`src/rtl/baccarat_round_ctrl.sv`:
```
`default_nettype none
// ============================================================================
// Module   : baccarat_round_ctrl
// Purpose  : Round sequencer for the baccarat datapath. It issues the card
//            load strobes, applies the player/banker third-card rules and
//            declares the winner. It also handles start and auto-replay, and
//            keeps wrapping win/tie tallies.
// Ports    : slow_clock, resetb (async, active low)
//            start, auto_mode            - round control
//            pscore, dscore, pcard3      - hand scores / player third card
//            load_pcard, load_dcard      - one-hot card load strobes
//            player_win_light,
//            dealer_win_light            - result lights (both = tie)
//            busy                        - round in progress
//            round_count, player_wins,
//            dealer_wins, ties           - wrapping tallies
// Revision : 1.0 - initial release
// ============================================================================
module baccarat_round_ctrl #(
  parameter int SCORE_W     = 4,
  parameter int CNT_W       = 8,
  parameter int HOLD_CYCLES = 4
) (
  input  logic               slow_clock,
  input  logic               resetb,
  input  logic               start,
  input  logic               auto_mode,
  input  logic [SCORE_W-1:0] pscore,
  input  logic [SCORE_W-1:0] dscore,
  input  logic [SCORE_W-1:0] pcard3,
  output logic [2:0]         load_pcard,
  output logic [2:0]         load_dcard,
  output logic               player_win_light,
  output logic               dealer_win_light,
  output logic               busy,
  output logic [CNT_W-1:0]   round_count,
  output logic [CNT_W-1:0]   player_wins,
  output logic [CNT_W-1:0]   dealer_wins,
  output logic [CNT_W-1:0]   ties
);

  localparam int HOLD_W = (HOLD_CYCLES > 1) ? $clog2(HOLD_CYCLES) : 1;
  localparam logic [HOLD_W-1:0] HOLD_LAST = HOLD_W'(HOLD_CYCLES - 1);

  typedef enum logic [3:0] {
    S_IDLE   = 4'd0,
    S_P1     = 4'd1,
    S_D1     = 4'd2,
    S_P2     = 4'd3,
    S_D2     = 4'd4,
    S_EVAL   = 4'd5,
    S_P3     = 4'd6,
    S_DCHK   = 4'd7,
    S_D3     = 4'd8,
    S_RESULT = 4'd9
  } state_t;

  // Scores above 9 are treated as 9.
  function automatic logic [3:0] clamp9(input logic [SCORE_W-1:0] v);
    if (v > SCORE_W'(9)) return 4'd9;
    return 4'(v);
  endfunction

  logic [3:0] ps, ds, c3;
  assign ps = clamp9(pscore);
  assign ds = clamp9(dscore);
  assign c3 = clamp9(pcard3);

  // Banker draw table once the player has taken a third card.
  logic dealer_draw;
  always_comb begin
    dealer_draw = 1'b0;
    case (ds)
      4'd0, 4'd1, 4'd2: dealer_draw = 1'b1;
      4'd3:             dealer_draw = (c3 != 4'd8);
      4'd4:             dealer_draw = (c3 >= 4'd2) && (c3 <= 4'd7);
      4'd5:             dealer_draw = (c3 >= 4'd4) && (c3 <= 4'd7);
      4'd6:             dealer_draw = (c3 >= 4'd6) && (c3 <= 4'd7);
      default:          dealer_draw = 1'b0;
    endcase
  end

  state_t            state_q, state_d;
  logic [HOLD_W-1:0] hold_q, hold_d;
  logic [2:0]        load_pcard_q, load_pcard_d;
  logic [2:0]        load_dcard_q, load_dcard_d;
  logic              pwin_q, pwin_d, dwin_q, dwin_d;
  logic              busy_q, busy_d;
  logic [CNT_W-1:0]  round_q, round_d, pw_q, pw_d, dw_q, dw_d, tie_q, tie_d;
  logic              enter_result;

  always_comb begin
    state_d = state_q;
    case (state_q)
      S_IDLE:   if (start) state_d = S_P1;
      S_P1:     state_d = S_D1;
      S_D1:     state_d = S_P2;
      S_P2:     state_d = S_D2;
      S_D2:     state_d = S_EVAL;
      S_EVAL: begin
        if ((ps >= 4'd8) || (ds >= 4'd8)) state_d = S_RESULT;
        else if (ps <= 4'd5)              state_d = S_P3;
        else if (ds <= 4'd5)              state_d = S_D3;
        else                              state_d = S_RESULT;
      end
      S_P3:     state_d = S_DCHK;
      S_DCHK:   state_d = dealer_draw ? S_D3 : S_RESULT;
      S_D3:     state_d = S_RESULT;
      S_RESULT: begin
        if (start)                                 state_d = S_P1;
        else if (auto_mode && (hold_q == HOLD_LAST)) state_d = S_P1;
        else                                       state_d = S_RESULT;
      end
      default:  state_d = S_IDLE;
    endcase

    enter_result = (state_d == S_RESULT) && (state_q != S_RESULT);

    // Dwell timer: zero on entry, saturating count while RESULT is held.
    hold_d = '0;
    if ((state_q == S_RESULT) && (state_d == S_RESULT))
      hold_d = (hold_q == HOLD_LAST) ? hold_q : hold_q + 1'b1;

    // Outputs are registered, decoded from the state being entered.
    load_pcard_d = {state_d == S_P3, state_d == S_P2, state_d == S_P1};
    load_dcard_d = {state_d == S_D3, state_d == S_D2, state_d == S_D1};
    busy_d       = (state_d != S_IDLE) && (state_d != S_RESULT);

    // Lights are captured on the entry edge and held through RESULT.
    pwin_d = 1'b0;
    dwin_d = 1'b0;
    if (enter_result) begin
      pwin_d = (ps >= ds);
      dwin_d = (ds >= ps);
    end else if (state_d == S_RESULT) begin
      pwin_d = pwin_q;
      dwin_d = dwin_q;
    end

    round_d = round_q;
    pw_d    = pw_q;
    dw_d    = dw_q;
    tie_d   = tie_q;
    if (enter_result) begin
      round_d = round_q + 1'b1;
      if (ps > ds)      pw_d  = pw_q + 1'b1;
      else if (ds > ps) dw_d  = dw_q + 1'b1;
      else              tie_d = tie_q + 1'b1;
    end
  end

  always_ff @(posedge slow_clock or negedge resetb) begin
    if (!resetb) begin
      state_q      <= S_IDLE;
      hold_q       <= '0;
      load_pcard_q <= 3'b000;
      load_dcard_q <= 3'b000;
      pwin_q       <= 1'b0;
      dwin_q       <= 1'b0;
      busy_q       <= 1'b0;
      round_q      <= '0;
      pw_q         <= '0;
      dw_q         <= '0;
      tie_q        <= '0;
    end else begin
      state_q      <= state_d;
      hold_q       <= hold_d;
      load_pcard_q <= load_pcard_d;
      load_dcard_q <= load_dcard_d;
      pwin_q       <= pwin_d;
      dwin_q       <= dwin_d;
      busy_q       <= busy_d;
      round_q      <= round_d;
      pw_q         <= pw_d;
      dw_q         <= dw_d;
      tie_q        <= tie_d;
    end
  end

  assign load_pcard       = load_pcard_q;
  assign load_dcard       = load_dcard_q;
  assign player_win_light = pwin_q;
  assign dealer_win_light = dwin_q;
  assign busy             = busy_q;
  assign round_count      = round_q;
  assign player_wins      = pw_q;
  assign dealer_wins      = dw_q;
  assign ties             = tie_q;

endmodule
`default_nettype wire

```
`config.mk`:
```
export PLATFORM = sky130hd
export DESIGN_NAME = baccarat_round_ctrl
export DESIGN_NICKNAME = d
export VERILOG_FILES = /design/src/rtl/baccarat_round_ctrl.sv
export SDC_FILE = /design/constraint.sdc
export NUM_CORES = 1
export LEC_CHECK = 0
export CELL_PAD_IN_SITES_DETAIL_PLACEMENT = 1
export CELL_PAD_IN_SITES_GLOBAL_PLACEMENT = 1
export CORE_ASPECT_RATIO = 1.2
export CORE_MARGIN = 1.5
export CORE_UTILIZATION = 38
export CTS_CLUSTER_DIAMETER = 80
export CTS_CLUSTER_SIZE = 24
export DETAILED_ROUTE_END_ITERATION = 7
export GPL_TIMING_DRIVEN = 0
export PLACE_DENSITY = 0.75
export SKIP_CTS_REPAIR_TIMING = 1
export SLEW_MARGIN = 20
export SYNTH_ARGS = -nofsm -noshare
export SYNTH_HDL_FRONTEND = slang
export SYNTH_SLANG_ARGS = --single-unit
```
`constraint.sdc`:
```
create_clock -name slow_clock -period 2.3 [get_ports slow_clock]
set_input_delay 0.23 -clock slow_clock [delete_from_list [all_inputs] [get_ports slow_clock]]
set_output_delay 0.23 -clock slow_clock [all_outputs]
set_load 0.02 [all_outputs]
```
=== Word level (Yosys, flattened, before mapping) ===
Index checks and enable logic that the tools add are counted.

* Output and inout port bits: 41
* Word-level logic and storage cells: 99
* RAM bits: 0
* Memory bits (read-only): 0
* Bits in registers: 47
* Memories: 0
* Bits in latches: 0

* Bitwise operators: 2
* Add/sub/neg operators: 5
* Reductions and logical operators: 15
* Multipliers: 0
* Mux-type cells: 23
* Divide/modulo/power cells: 0
* Eq/ne operators: 28
* Order comparisons: 15
* Shifts and indexed selects: 0

{| class="wikitable"
|+ Operator list
! cell !! number
|-
| 4-bit two-way mux || 11
|-
| 4-bit one-hot mux with 10 select lines || 1
|-
| 4-bit by 3-bit equality test with 1-bit output, second input constant || 9
|-
| 8-bit by 1-bit adder with 8-bit output, second input constant || 4
|-
| 4-bit by 2-bit equality test with 1-bit output, second input constant || 6
|-
| 4-bit equality test, second input constant || 4
|-
| 4-bit by 1-bit equality test with 1-bit output, second input constant || 3
|-
| 4-bit > comparator, second input constant || 3
|-
| 4-bit by 3-bit <= comparator with 1-bit output, second input constant || 3
|-
| 4-bit inequality test, second input constant || 3
|-
| 4-bit by 3-bit greater-or-equal comparator with 1-bit output, second input constant || 2
|-
| 4-bit greater-or-equal comparator || 2
|-
| 4-bit greater-or-equal comparator, second input constant || 2
|-
| 4-bit > comparator || 2
|-
| 4-bit zero test || 2
|-
| 1-bit two-way mux || 8
|-
| 1-bit logical AND || 7
|-
| 3-bit AND reduction || 2
|-
| 1-bit one-hot mux with 5 select lines || 1
|-
| 4-bit by 2-bit greater-or-equal comparator with 1-bit output, second input constant || 1
|-
| 2-bit two-way mux || 2
|-
| 2-bit inequality test, second input constant || 2
|-
| 4-bit nonzero test || 1
|-
| 3-bit OR reduction || 1
|-
| other kinds (5) || 6
|}

=== Longest topological paths before layout ===
* Depth in word-level cells: 11
* Mapped depth: 9
* Gate-level depth less buffers: 9

=== Worst setup path after synthesis ===
OpenSTA, ideal clock, no wires.

* Path type: register to register
* From: register state_q[3]
* To: register tie_q[1], in the netlist ties[1]
* Stages on the path, launching flop included: 7
* Period minus slack after synthesis: 1,908 ps
* Slack: 392 ps
* Path buffers: 1
* Setup time: 125 ps
* Data arrival time: 1,784 ps
* Data required time: 2,175 ps
* Cell sequence: dfrtp_1 -> clkbuf_1 -> nand2_1 -> o22a_2 -> nand2b_1 -> nor3_2 -> mux2_2

* Longest elaborated chain between the ends: 5
* Elaborated cells between the ends (all ways): 16
* Classes of those cells: eq/ne: 11; mux: 2; reduce/logical: 3

{| class="wikitable"
|+ RTL lines
! what !! RTL line !! source
|-
| from (decl) || 83 || <nowiki>state_t state_q, state_d;</nowiki>
|-
| from (signal assigned) || 166 || <nowiki>state_q <= state_d;</nowiki>
|-
| 4-bit equality test (tied with other cells) || 94 || <nowiki>case (state_q)</nowiki>
|-
| 4-bit one-hot mux with 10 select lines || 94 ||
|-
| 4-bit equality test || 117 || <nowiki>enter_result = (state_d == S_RESULT) && (state_q != S_RESULT);</nowiki>
|-
| 1-bit logical AND (*) || 117 ||
|-
| 3-bit AND reduction (no source line) (*) || n/a ||
|-
| to (signal assigned) || 176 || <nowiki>tie_q <= tie_d;</nowiki>
|-
| to (decl) || 89 || <nowiki>logic [CNT_W-1:0] round_q, round_d, pw_q, pw_d, dw_q, dw_d, tie_q, tie_d;</nowiki>
|}

Every way passes the cells marked *; elsewhere a longest branch is shown, timed or not.
A chain may end at the register's enable or synchronous reset.

=== Final worst setup path ===
* From: input port dscore[2]
* To: register tie_q[1], in the netlist ties[1]

* Longest elaborated chain between the ends: 11
* Elaborated cells between the ends (all ways): 27
* Classes of those cells: order compare: 5; eq/ne: 7; mux: 8; bitwise: 2; reduce/logical: 5

{| class="wikitable"
|+ RTL lines
! what !! RTL line !! source
|-
| from (decl) || 29 || <nowiki>input logic [SCORE_W-1:0] dscore,</nowiki>
|-
| 4-bit > comparator || 60 || <nowiki>if (v > SCORE_W'(9)) return 4'd9;</nowiki>
|-
| 1-bit two-way mux || 60 ||
|-
| 4-bit two-way mux (*) || 61 || <nowiki>return 4'(v);</nowiki>
|-
| 4-bit by 3-bit <= comparator with 1-bit output (tied with other cells) || 103 || <nowiki>else if (ds <= 4'd5) state_d = S_D3;</nowiki>
|-
| 1-bit two-way mux / 3-bit OR reduction (equally long branches) || 103, 73 ||
|-
| 4-bit two-way mux / 1-bit one-hot mux with 5 select lines (equally long branches) || 102, 73 ||
|-
| 4-bit two-way mux / 1-bit two-way mux (equally long branches) || 101, 107 ||
|-
| 4-bit one-hot mux with 10 select lines || 94 ||
|-
| 4-bit equality test || 117 ||
|-
| 1-bit logical AND || 117 ||
|-
| 3-bit AND reduction (no source line) (*) || n/a ||
|}

Marked as above.

==> results.txt <==
Net Sw Power - 1.26 mW
GR Layer Usage met1 - 22.8%
Count of cell types in the netlist - 42
Synth Register Bits - 47
WP data required - 2.49 ns
Clock Tree Root - clkbuf_8
GR Layer Usage met2 - 32.4%
Met3 Usage GRT - 3.68%
Min-delay worst type - in2async
Most Crowded Layer GR - met2
Vias in the first global route - 1,991
Setup crit end kind - register
Area contributors post-synth - dfrtp_1 (49%), xnor2_1 (6.6%), ha_1 (4.7%), xor2_1 (4.1%), nand4_1 (3.7%)
TritonRoute pass-1 iters - 4
H-tree depth - 2
Total grt overflow - 0
Warnings, synthesis - 0
Max Freq - 447 MHz
Gpl congestion - 0.756
Chip height - 89.6 microns
Routed via count - 1,930
Status - finished clean
Share of synthesized flip-flops with an asynchronous set or reset - 100%
Initial Utilization - 39.3%
Total GRT Usage - 18.5%
Switch share - 40.2%
Worst skew pair latency - 0.30 ns
Initial antenna violation count - 0
Share of the synthesized area in the top cell type - 49.5%
First-pass GRT wire length - 9400 microns
Die area - 0.00674 sq mm
Tcrit/Tclk final - 97.3%
Final hold vios - 0
Crit path DAT - 2.43 ns
Internal cell power - 1.87 mW
Syn_nets - 244
CTS tree - yes
Placed cells - 358
Clock skew - 0.00762 ns
DRT iter0 DRCs - 52
Critical Path Fanout Max - 6
Fin area - 0.00324 sq mm
Mapped Cells - 219
Wire length per cell - 16.2 microns
Core Region - 0.00605 sq mm
Final Max Slew Viols - 0
Number of setup violations in the final report - 0
Leak - 1.41 nW
EDFF count, synth - 0
TritonCTS Sinks - 47
Commonest non-fill, non-tap cell in the layout - clkdlybuf4s50_1
Layout Nets - 313
Synth area leader - dfrtp_1
Dominant synthesized flop cell - dfrtp_1
VDD IR max - 0.000539 V
Register-to-register setup slack - 0.19 ns
Critical path class - in2reg
Critical Path Source Type - primary input
Die width - 75.2 microns
Final Instance Count excl. Fillers - 370
Area Overhead vs Synth - 36.5%
Min Tclk post-route - 2.24 ns
PwrDens - 966 mW/mm^2
Placement Rows - 31
Combinational Power Share - 46.0%
MaxCap Viol Count - 0
I/O pin count - 57
Most frequent cells in the layout - clkdlybuf4s50_1 (51), dfrtp_1 (46), nand2_1 (19)
Dpl hpwl - 4390 microns
Part of the power in registers - 37.5%
Clk buf depth - 2
Avg Cell Area, Syn - 10.8 sq um
IO buf count - 56
WL final - 6010 microns
Netlist Area Pre-Place - 0.00238 sq mm
Post-synthesis sequential area ratio - 49.5%
DR vias/cell - 5.22
Slew @ Worst Pin - 0.471 ns
Fraction of layout cells with a size suffix above 1 - 14.2%
TritonCTS buffer count - 5
DRC viols - 0
Antenna viol nets, final - 0
Dpl cell area - 0.00305 sq mm
Largest net degree at the start of global routing - 32
N_diodes - 0
Clock power share - 16.5%
CTS clk-pin slew, worst paths - 0.09 ns
Max-slew headroom at the worst pin - 68.5%
worst max-delay path, cell delays in order:
cell and delay, ns:
clkdlybuf4s50_1 0.53, o21a_1 0.14, nor2_1 0.04, ha_1 0.18
nor2b_1 0.14, o211ai_1 0.23, nand2_2 0.20, nand2b_2 0.18
nor3_4 0.19, mux2_2 0.36
metrics by stage:
step	power (mW)	hold WS [ns]	TNS [ns]	worst slack (ns)	util (%)
floorplan	2.00	-0.0656	0	0.392	-
global placement	2.50	0.453	-23.03	-0.480	50.2
detailed placement	2.55	0.185	-8.97	-0.576	50.5
CTS	3.07	-0.148	-1.24	-0.261	51.9
global route	3.33	0.422	-0.0134	-0.0133	53.6
finish	3.13	0.383	0	0.0622	53.6
state kept, by name (all words and copies together) (netlist names):
| register | cells |
|---|---|
| round_count | 8 |
| load_pcard | 3 |
| dealer_win_light | 1 |
| hold_q | 2 |
| state_q | 4 |
| ties | 8 |
| load_dcard | 3 |
| player_wins | 8 |
| busy | 1 |
| dealer_wins | 8 |
| player_win_light | 1 |
path summary, 6_finish.rpt:
path,start,depth (start not counted),end
worst max-delay path,dscore[2],10,ties[1]
worst max register to register,state_q[2],7,ties[1]
min in group slow_clock,pscore[1],3,load_pcard[2]
worst min-delay path,resetb,2,player_wins[3]
worst min register to register,dealer_win_light,2,dealer_win_light
max in group asynchronous,resetb,3,state_q[0]
final cells by class:
class | instances | area (sq um)
Inverter | 4 | 15.0
Fill cell | 688 | 2810
Sequential cell | 47 | 1180
Buffer | 5 | 30.0
Tap cell | 82 | 103
Clock buffer | 6 | 82.6
Multi-Input combinational cell | 163 | 1190
Clock inverter | 1 | 5.00
Timing Repair Buffer | 62 | 638
routing by layer:
layer,up-vias,routed length [microns]
li1,911,-
met5,-,0
met1,975,2650
met2,40,3100
met4,0,76
met3,4,181
cells by family after synthesis:
kind of cell             share of synthesized area, %
XOR/XNOR                                         10.7
buffers and inverters                            1.84
flip-flops                                       49.5
adder cells (fa/ha/maj)                          4.74
multiplexers                                     2.79
AND/OR/NAND/NOR                                  24.3
AO/OA/AOI/OAI                                    6.16
cells in the mapped netlist, drive strengths merged (5+ instances only):
master  number
xnor2       18
ha           9
nand2       21
nor2        14
nor4         7
a21oi        6
xor2        11
mux2         5
nor3         5
dfrtp       47
nand4       14
nor2b        9
nand3        9
power by group through the flow:
stage,Sequential (mW),Clock [mW],Combinational [mW]
6_report,1.17,0.515,1.44
2_1_floorplan,1.32,0,0.672
5_1_grt,1.20,0.554,1.57
3_5_place_dp,1.19,0,1.36
4_1_cts,1.17,0.526,1.37
3_3_place_gp,1.18,0,1.32
(Power assumes the default switching activity.)
